$ cat config.mk
export PLATFORM = sky130hd
export DESIGN_NAME = mem_port_arbiter
export DESIGN_NICKNAME = d
export VERILOG_FILES = /design/src/rtl/mem_port_arbiter.sv
export SDC_FILE = /design/constraint.sdc
export NUM_CORES = 1
export LEC_CHECK = 0
export BUFFER_PORTS_ARGS = -buffer_cell sky130_fd_sc_hd__buf_2
export CAP_MARGIN = 20
export CORE_AREA = 3 3 102 104
export DETAILED_ROUTE_END_ITERATION = 8
export DIE_AREA = 0 0 105 107
export GPL_ROUTABILITY_DRIVEN = 1
export PLACE_DENSITY = 0.81
export SETUP_SLACK_MARGIN = 0.2
export SLEW_MARGIN = 5
export SYNTH_ARGS = -nofsm -noshare
export SYNTH_HDL_FRONTEND = slang
export SYNTH_SLANG_ARGS = --single-unit
$ cat constraint.sdc
create_clock -name clk_i -period 1.8 [get_ports clk_i]
set_input_delay 0.18 -clock clk_i [delete_from_list [all_inputs] [get_ports clk_i]]
set_output_delay 0.18 -clock clk_i [all_outputs]
set_load 0.01 [all_outputs]
$ cat src/rtl/mem_port_arbiter.sv
// Shares one single-port memory between fetch and data requesters; data has priority, fetch wins after STARVE_LIMIT losses.
// Reads answer MEM_LATENCY+1 cycles after grant, stores ack next cycle; requests wait with gnt low while busy.
module mem_port_arbiter #(
   parameter int ADDR_WIDTH   = 32,
   parameter int DATA_WIDTH   = 32,
   parameter int MEM_LATENCY  = 2,
   parameter int STARVE_LIMIT = 4
) (
   input  logic                  clk_i,
   input  logic                  rst_i,
   input  logic                  if_req_i,
   input  logic [ADDR_WIDTH-1:0] if_addr_i,
   output logic                  if_gnt_o,
   output logic                  if_rvalid_o,
   output logic [DATA_WIDTH-1:0] if_rdata_o,
   input  logic                  dm_req_i,
   input  logic                  dm_we_i,
   input  logic [ADDR_WIDTH-1:0] dm_addr_i,
   input  logic [DATA_WIDTH-1:0] dm_wdata_i,
   output logic                  dm_gnt_o,
   output logic                  dm_rvalid_o,
   output logic [DATA_WIDTH-1:0] dm_rdata_o,
   output logic                  mem_en_o,
   output logic                  mem_we_o,
   output logic [ADDR_WIDTH-1:0] mem_addr_o,
   output logic [DATA_WIDTH-1:0] mem_wdata_o,
   input  logic [DATA_WIDTH-1:0] mem_rdata_i,
   output logic                  busy_o
);
   localparam int STARVE_W = $clog2(STARVE_LIMIT + 1);
   localparam int LAT_W    = $clog2(MEM_LATENCY + 1);

   typedef enum logic [1:0] {IDLE, RD_WAIT, WR_ACK} state_t;

   state_t                state;
   logic [LAT_W-1:0]      latCnt;
   logic [STARVE_W-1:0]   starveCnt;
   logic                  fetchOwner;
   logic                  ifRvalid;
   logic                  dmRvalid;
   logic [DATA_WIDTH-1:0] ifRdata;
   logic [DATA_WIDTH-1:0] dmRdata;
   logic                  starved;
   logic                  ifWin;
   logic                  dmWin;

   // Grants only from IDLE and never while reset is asserted.
   always_comb begin
      starved = (starveCnt == STARVE_W'(STARVE_LIMIT));
      ifWin   = 1'b0;
      dmWin   = 1'b0;
      if (state == IDLE && !rst_i) begin
         ifWin = if_req_i && (!dm_req_i || starved);
         dmWin = dm_req_i && !ifWin;
      end
   end

   assign if_gnt_o    = ifWin;
   assign dm_gnt_o    = dmWin;
   assign mem_en_o    = ifWin | dmWin;
   assign mem_we_o    = dmWin & dm_we_i;
   assign mem_addr_o  = ifWin ? if_addr_i : (dmWin ? dm_addr_i : '0);
   assign mem_wdata_o = dmWin ? dm_wdata_i : '0;
   assign busy_o      = (state != IDLE);
   assign if_rvalid_o = ifRvalid;
   assign if_rdata_o  = ifRdata;
   assign dm_rvalid_o = dmRvalid;
   assign dm_rdata_o  = dmRdata;

   always_ff @(posedge clk_i) begin
      if (rst_i) begin
         state      <= IDLE;
         latCnt     <= '0;
         starveCnt  <= '0;
         fetchOwner <= 1'b0;
         ifRvalid   <= 1'b0;
         dmRvalid   <= 1'b0;
         ifRdata    <= '0;
         dmRdata    <= '0;
      end else begin
         ifRvalid <= 1'b0;
         dmRvalid <= 1'b0;
         case (state)
            IDLE: begin
               // A fetch loss in IDLE implies data won a contested arbitration.
               if (ifWin || !if_req_i) begin
                  starveCnt <= '0;
               end else if (dmWin) begin
                  starveCnt <= starveCnt + STARVE_W'(1);
               end
               if (dmWin && dm_we_i) begin
                  state    <= WR_ACK;
                  dmRvalid <= 1'b1;
               end else if (ifWin || dmWin) begin
                  state      <= RD_WAIT;
                  latCnt     <= LAT_W'(MEM_LATENCY - 1);
                  fetchOwner <= ifWin;
               end
            end
            RD_WAIT: begin
               if (latCnt == '0) begin
                  state <= IDLE;
                  if (fetchOwner) begin
                     ifRdata  <= mem_rdata_i;
                     ifRvalid <= 1'b1;
                  end else begin
                     dmRdata  <= mem_rdata_i;
                     dmRvalid <= 1'b1;
                  end
               end else begin
                  latCnt <= latCnt - LAT_W'(1);
               end
            end
            WR_ACK: state <= IDLE;
            default: state <= IDLE;
         endcase
      end
   end
endmodule

==> results of run 1 <==
[cells by family after synthesis]
kind of cell | share of synthesized area, %
DFF | 40.7
buffers and inverters | 6.50
muxes | 0.275
and+or+nand+nor | 28.4
adders and majority gates | 1.03
AOI/OAI and AO/OA | 23.0
[worst max path at each step]
stage          cells after the start         endpoint      start  slack (ns)
2_1_floorplan                      4  mem_wdata_o[10]   state[1]        0.20
3_3_place_gp                       5  mem_wdata_o[14]   state[1]        0.15
3_5_place_dp                       5   dm_rdata_o[13]  latCnt[0]        0.13
4_1_cts                            5  mem_wdata_o[27]   state[1]       -0.24
5_1_grt                            6  mem_wdata_o[22]   state[0]       -0.35
6_report                           6   mem_wdata_o[8]   state[0]       -0.29
[per-layer routing]
layer	vias up	GRT usage (%)	wire [µm]
met5	-	0	0
met4	0	8.06	510
met3	48	6.32	1470
met2	288	45.7	8570
met1	2270	29.6	5990
li1	2256	-	-
[area by class of cell]
type | instances | area, µm² | area share, %
tap | 133 | 166 | 2.57
sequential | 74 | 1490 | 22.9
clock buffer | 10 | 128 | 1.97
timing repair buffer | 314 | 2150 | 33.1
inverter | 7 | 28.8 | 0.444
multi-input combinational | 369 | 2410 | 37.2
clock inverter | 6 | 115 | 1.78
[critical path, cell delays in order (launching register included)]
cell and delay, ns:
dfxtp_2 0.33, or4b_4 0.55, a21oi_4 0.16, buf_12 0.15, clkbuf_16 0.15, and2_4 0.14
buf_6 0.09
[per-stage QoR]
| stage | power (mW) | TNS [ns] | hold WS (ns) | worst slack [ns] |
|---|---|---|---|---|
| after detailed placement | 2.65 | 0 | 0.436 | 0.126 |
| final | 4.50 | -12.32 | 0.0843 | -0.285 |
| after global placement | 2.63 | 0 | 0.433 | 0.153 |
| after floorplan | 2.22 | 0 | 0.302 | 0.204 |
| after global routing | 4.70 | -16.93 | 0.0675 | -0.348 |
| after CTS | 4.35 | -9.60 | 0.0677 | -0.242 |
[flip-flops by register name, summed over array words and instances (netlist names)]
| register | count |
|---|---|
| dm_rdata_o | 32 |
| dm_rvalid_o | 1 |
| fetchOwner | 1 |
| if_rdata_o | 32 |
| if_rvalid_o | 1 |
| latCnt | 2 |
| starveCnt | 3 |
| state | 2 |
[power by group]
group          switching, mW  internal (mW)  total (mW)  leakage [nW]
clock network          0.622          0.926        1.55         0.117
logic                  0.645          0.560        1.20          2.21
registers             0.0377           1.71        1.75         0.601
total                   1.30           3.20        4.50          2.93
[cells in the mapped netlist (2+ instances only)]
cell,number
nand3_1,33
dfxtp_1,74
ha_1,3
clkbuf_1,33
nor2b_1,2
nor3_1,2
buf_2,3
buf_6,4
nand4bb_1,2
nor2_1,7
o211ai_1,32
nand2_1,134
a21bo_2,2
and2_1,26
and2_2,9
o22ai_1,2
inv_1,7
a21oi_1,98
o31ai_1,2
buf_1,7
[repair_timing]
action                     CTS  global route
setup endpoints to repair  101            74
gates cloned                 8             3
resized for setup           77            64
pin swaps                   10            39
buffers inserted             8             9
hold endpoints to repair     0             0
==> flow_metrics.py, run 1 <==
metrics = {
    "run_status": {
        "status": "finished, violations left",
        "violations": "negative setup slack",
    },
    "place": {
        "dpl-instance-area_mm2": 0.00520,
        "portBuffers": 267,
        "gp_congestion": 0.837,
        "dp_hpwl_mm": 9.49,
        "placed_cells": 869,
    },
    "global_route": {
        "antenna_found_initial": 0,
        "grt_max_degree": 74,
        "overflow": 0,
        "grt_pass1_wl_mm": 23.1,
        "grt_pass1_vias": 4555,
        "grt_use_total_pct": 25.4,
    },
    "logic_synthesis": {
        "async_flop_share_pct": 0,
        "yosys.area.top_type": "dfxtp_1",
        "synth-edff-count": 0,
        "synthFlopType": "dfxtp_1",
        "syn_inst": 496,
        "synthTopCellsByArea": "dfxtp_1 (41%), nand2_1 (14%), a21oi_1 (13%)",
        "ys_seq_area_share_pct": 40.7,
        "ys_ff_latch": 74,
        "synth_top_area_share_pct": 40.7,
        "ys_types": 34,
        "syn_area_mm2": 0.00364,
        "synth.avg_cell_area_um2": 7.33,
        "synth_fp_nets": 632,
        "synth_warnings": 0,
    },
    "critical_path": {
        "rr_worst_depth": 8,
        "r2r_slack_ns": 0.09,
        "cp_max_fo": 8,
        "critPathRequiredTime_ns": 1.62,
        "worstSetupEndpointType": "primary output",
        "crit_path_start_kind": "register",
        "reg2reg_to": "latCnt[1]",
        "timing.rr.start": "starveCnt[1]",
        "critPathKind": "reg2out",
        "critical_path_arrival_ns": 1.91,
    },
    "min_path": {
        "hp-class": "in2reg",
        "whs_endpoint": "if_rdata_o[15]",
        "hold_depth": 3,
        "worstHoldStart": "mem_rdata_i[15]",
    },
    "sta": {
        "fin_ws_ns": -0.285,
        "rsz0062_at_grt": "yes",
        "period_needed_ns": 2.09,
        "max_slew_margin_pct": 48.9,
        "final_hold_viol_count": 0,
        "worstMarginPinSlew_ns": 0.766,
        "finalSetupViolations": 67,
        "fin_crit_sh_pct": 116,
        "worst_clock_skew_ns": 0.00684,
        "fmax_mhz": 480,
        "final_max_slew_viol_count": 0,
    },
    "clocking": {
        "clkTransAtPathRegs_ns": 0.08,
        "cts_tree": "built",
        "htree_levels": 3,
        "clock_latency_ns": 0.34,
        "cts_buffer_depth": 2,
        "cts_hold_buf": 0,
        "clockRootBuffer": "clkbuf_8",
        "cts.sinks": 74,
        "cts_buffers": 9,
    },
    "route": {
        "wl_per_cell_um": 18.1,
        "drc": 0,
        "drtPass1Iterations": 5,
        "routed_wl_mm": 16.5,
        "via_count": 4862,
        "ant_nets": 0,
        "via_per_inst": 5.33,
        "drt_iter0_markers": 340,
    },
    "final_layout": {
        "post-route-util_pct": 67.3,
        "drive_gt1_share_pct": 54.4,
        "final_cells": 913,
        "nFillCells": 790,
        "mostFrequentLayoutCell": "buf_2",
        "area_growth_pct": 78.3,
        "diodes": 0,
        "design_area_mm2": 0.00648,
        "nets": 911,
        "final_cell_mix": "buf_2 (248), nand2_1 (131), a21oi_1 (70), dfxtp_1 (70), o211ai_1 (32)",
    },
    "floorplanning": {
        "start_util_pct": 37.7,
        "die_x_um": 105,
        "die_h_um": 107,
        "dieArea_mm2": 0.0112,
        "rows": 36,
        "coreArea_mm2": 0.00964,
        "ios": 268,
    },
    "pwr": {
        "power_per_cell_area_mw_per_mm2": 694,
        "ir_drop_mv": 0.496,
        "p_leak_nw": 2.93,
    },
    "run": {
        "drv_cap": 0,
    },
}
No activity file was read; power rests on OpenSTA's default activity.
==> run 2: changes to the inputs <==
Settings changed: ABC_AREA set to 1, PLACE_DENSITY 0.81 to 0.78.
==> run 2 against run 1 <==
The run still ends with negative setup slack left. Non-clock buffer count decreased by 20. Clock skew rose by 0.0097 ns. Sequential power increased by 5%. Routed wire length is 13% lower. Combinational power grew 5%. Maximum frequency is 3.5% higher. Critical path depth is 4 higher.
==> flow_metrics.py, run 2 <==
metrics = {
    "min_path": {
        "worstHoldStart": "mem_rdata_i[1]",
        "whs_endpoint": "dm_rdata_o[1]",
        "hp-class": "in2reg",
        "hold_depth": 3,
    },
    "final_layout": {
        "design_area_mm2": 0.00563,
        "nets": 875,
        "mostFrequentLayoutCell": "buf_2",
        "drive_gt1_share_pct": 49.6,
        "post-route-util_pct": 58.4,
        "final_cell_mix": "buf_2 (250), nor2_1 (142), dfxtp_1 (71), o21ai_0 (62), inv_1 (44)",
        "area_growth_pct": 66.4,
        "nFillCells": 943,
    },
    "route": {
        "drtPass1Iterations": 4,
        "routed_wl_mm": 14.3,
        "via_count": 4169,
        "drt_iter0_markers": 260,
        "drc": 0,
        "via_per_inst": 4.75,
        "ant_nets": 0,
        "wl_per_cell_um": 16.3,
    },
    "logic_synthesis": {
        "ys_ff_latch": 74,
        "synth-edff-count": 0,
        "syn_inst": 457,
        "synth_top_area_share_pct": 43.8,
        "synth.avg_cell_area_um2": 7.40,
        "yosys.area.top_type": "dfxtp_1",
        "synthFlopType": "dfxtp_1",
        "syn_area_mm2": 0.00338,
        "synth_common_cells": "nor2_1 (170), dfxtp_1 (74), o21ai_0 (63)",
        "synthTopCellsByArea": "dfxtp_1 (44%), nor2_1 (19%), o21ai_0 (9.3%)",
        "synth_fp_nets": 593,
        "synth_most_common_cell": "nor2_1",
        "async_flop_share_pct": 0,
        "ys_seq_area_share_pct": 43.8,
        "ys_types": 27,
        "synth_warnings": 0,
    },
    "critical_path": {
        "crit_slowest_cell": "dfxtp_2",
        "timing.rr.start": "starveCnt[0]",
        "reg2reg_to": "fetchOwner",
        "critPathRequiredTime_ns": 1.62,
        "worstSetupEndpointType": "primary output",
        "crit_path_start_kind": "register",
        "max_stage_delay_ns": 0.34,
        "rr_worst_depth": 12,
        "cp_max_fo": 8,
        "critical_path_arrival_ns": 1.83,
        "cp_cell_sequence": "inv_2 -> ha_4 -> nand2_2 -> nand2_2 -> nand2_4 -> buf_12 -> nand2_8 -> clkbuf_16 -> nor2_1 -> buf_2",
        "critPathKind": "reg2out",
        "path_common_cell": "nand2_2",
        "r2r_slack_ns": 0.22,
    },
    "pwr": {
        "power_per_cell_area_mw_per_mm2": 782,
        "ir_drop_mv": 0.455,
        "p_leak_nw": 3.00,
    },
    "clocking": {
        "cts_hold_buf": 0,
        "cts_buffer_depth": 2,
        "cts_buffers": 9,
        "htree_levels": 3,
        "clock_latency_ns": 0.34,
        "cts_tree": "built",
        "cts.sinks": 74,
        "clkTransAtPathRegs_ns": 0.09,
        "clockRootBuffer": "clkbuf_8",
    },
    "sta": {
        "worst_clock_skew_ns": 0.0165,
        "fin_crit_sh_pct": 112,
        "finalSetupViolations": 65,
        "fin_ws_ns": -0.214,
        "period_needed_ns": 2.01,
        "final_max_slew_viol_count": 0,
        "final_hold_viol_count": 0,
        "max_slew_margin_pct": 77.9,
        "fmax_mhz": 497,
        "rsz0062_at_grt": "yes",
        "worstMarginPinSlew_ns": 0.331,
    },
    "global_route": {
        "antenna_found_initial": 1,
        "grt_max_degree": 40,
        "overflow": 0,
        "grt_pass1_wl_mm": 19.6,
        "grt_pass1_vias": 3812,
        "grt_use_total_pct": 22.3,
    },
    "floorplanning": {
        "dieArea_mm2": 0.0112,
        "start_util_pct": 35.1,
        "coreArea_mm2": 0.00964,
        "die_h_um": 107,
        "ios": 268,
        "rows": 36,
        "die_x_um": 105,
    },
    "run_status": {
        "status": "finished, violations left",
        "violations": "negative setup slack",
    },
    "place": {
        "dpl-instance-area_mm2": 0.00479,
        "dp_hpwl_mm": 9.77,
        "portBuffers": 267,
        "gp_congestion": 0.873,
        "dpl_worst_slack_ns": 0.0895,
    },
    "run": {
        "drv_cap": 0,
    },
}
[run 2: layout make-up]
cell class | count | area [µm²] | area share (%)
flip-flops and latches | 74 | 1490 | 26.4
inverters | 51 | 211 | 3.76
repair buffers | 294 | 1790 | 31.8
multi-input cells | 306 | 1730 | 30.8
clock buffers | 9 | 124 | 2.20
diodes | 1 | 2.50 | 0.0444
clock inverters | 7 | 76.3 | 1.36
repair inverters | 3 | 38.8 | 0.689
well taps | 133 | 166 | 2.96
[run 2: how the worst max path moves through the flow]
stage	slack (ns)	to	startpoint
3_3_place_gp	0.13	mem_addr_o[0]	starveCnt[0]
2_1_floorplan	0.31	mem_addr_o[23]	starveCnt[0]
3_5_place_dp	0.09	mem_addr_o[0]	starveCnt[0]
6_report	-0.21	mem_wdata_o[26]	starveCnt[0]
4_1_cts	-0.17	mem_addr_o[0]	starveCnt[0]
5_1_grt	-0.29	mem_wdata_o[26]	starveCnt[0]
[run 2: power breakdown]
| part | leakage (nW) | internal (mW) | switching, mW |
|---|---|---|---|
| sequential | 0.602 | 1.77 | 0.0672 |
| clock | 0.0962 | 0.650 | 0.653 |
| combinational | 2.30 | 0.558 | 0.701 |
| total | 3.00 | 2.98 | 1.42 |
[run 2: per-layer routing]
metal	vias up	track usage [%]	part of all wire [%]
li1	2025	-	-
met1	1883	24.6	36
met2	218	38.3	52
met3	41	8.67	9.3
met4	2	9.18	3.3
met5	-	0	0.091
[run 2: logic make-up after synthesis]
| kind of cell | share of synthesized area (%) |
|---|---|
| AO/OA/AOI/OAI | 19.0 |
| flip-flops | 43.8 |
| adder cells (fa/ha/maj) | 1.11 |
| AND/OR/NAND/NOR | 24.6 |
| XOR/XNOR | 0.259 |
| buffers and inverters | 11.2 |
[run 2: worst max-delay path, delay by kind of cell (launching register included)]
kind | cells | cell delay [ns]
adder cells (fa/ha/maj) | 1 | 0.15
buffers and inverters | 4 | 0.54
flip-flops | 1 | 0.34
AND/OR/NAND/NOR | 5 | 0.46
[run 2: timing repair]
action	in CTS	in global routing
pin swaps	3	11
setup buffers	14	3
resized for setup	35	65
gates cloned	4	3
setup endpoints to repair	69	118
[run 2: stage by stage]
stage          power, mW  hold WS (ns)  setup TNS [ns]  std cells
2_1_floorplan       2.46         0.249               0        457
3_3_place_gp        2.88         0.433               0        837
3_5_place_dp        2.90         0.436               0        837
4_1_cts             4.30        0.0669           -7.92        871
5_1_grt             4.67        0.0752          -15.11        877
6_report            4.40        0.0874           -9.39        878
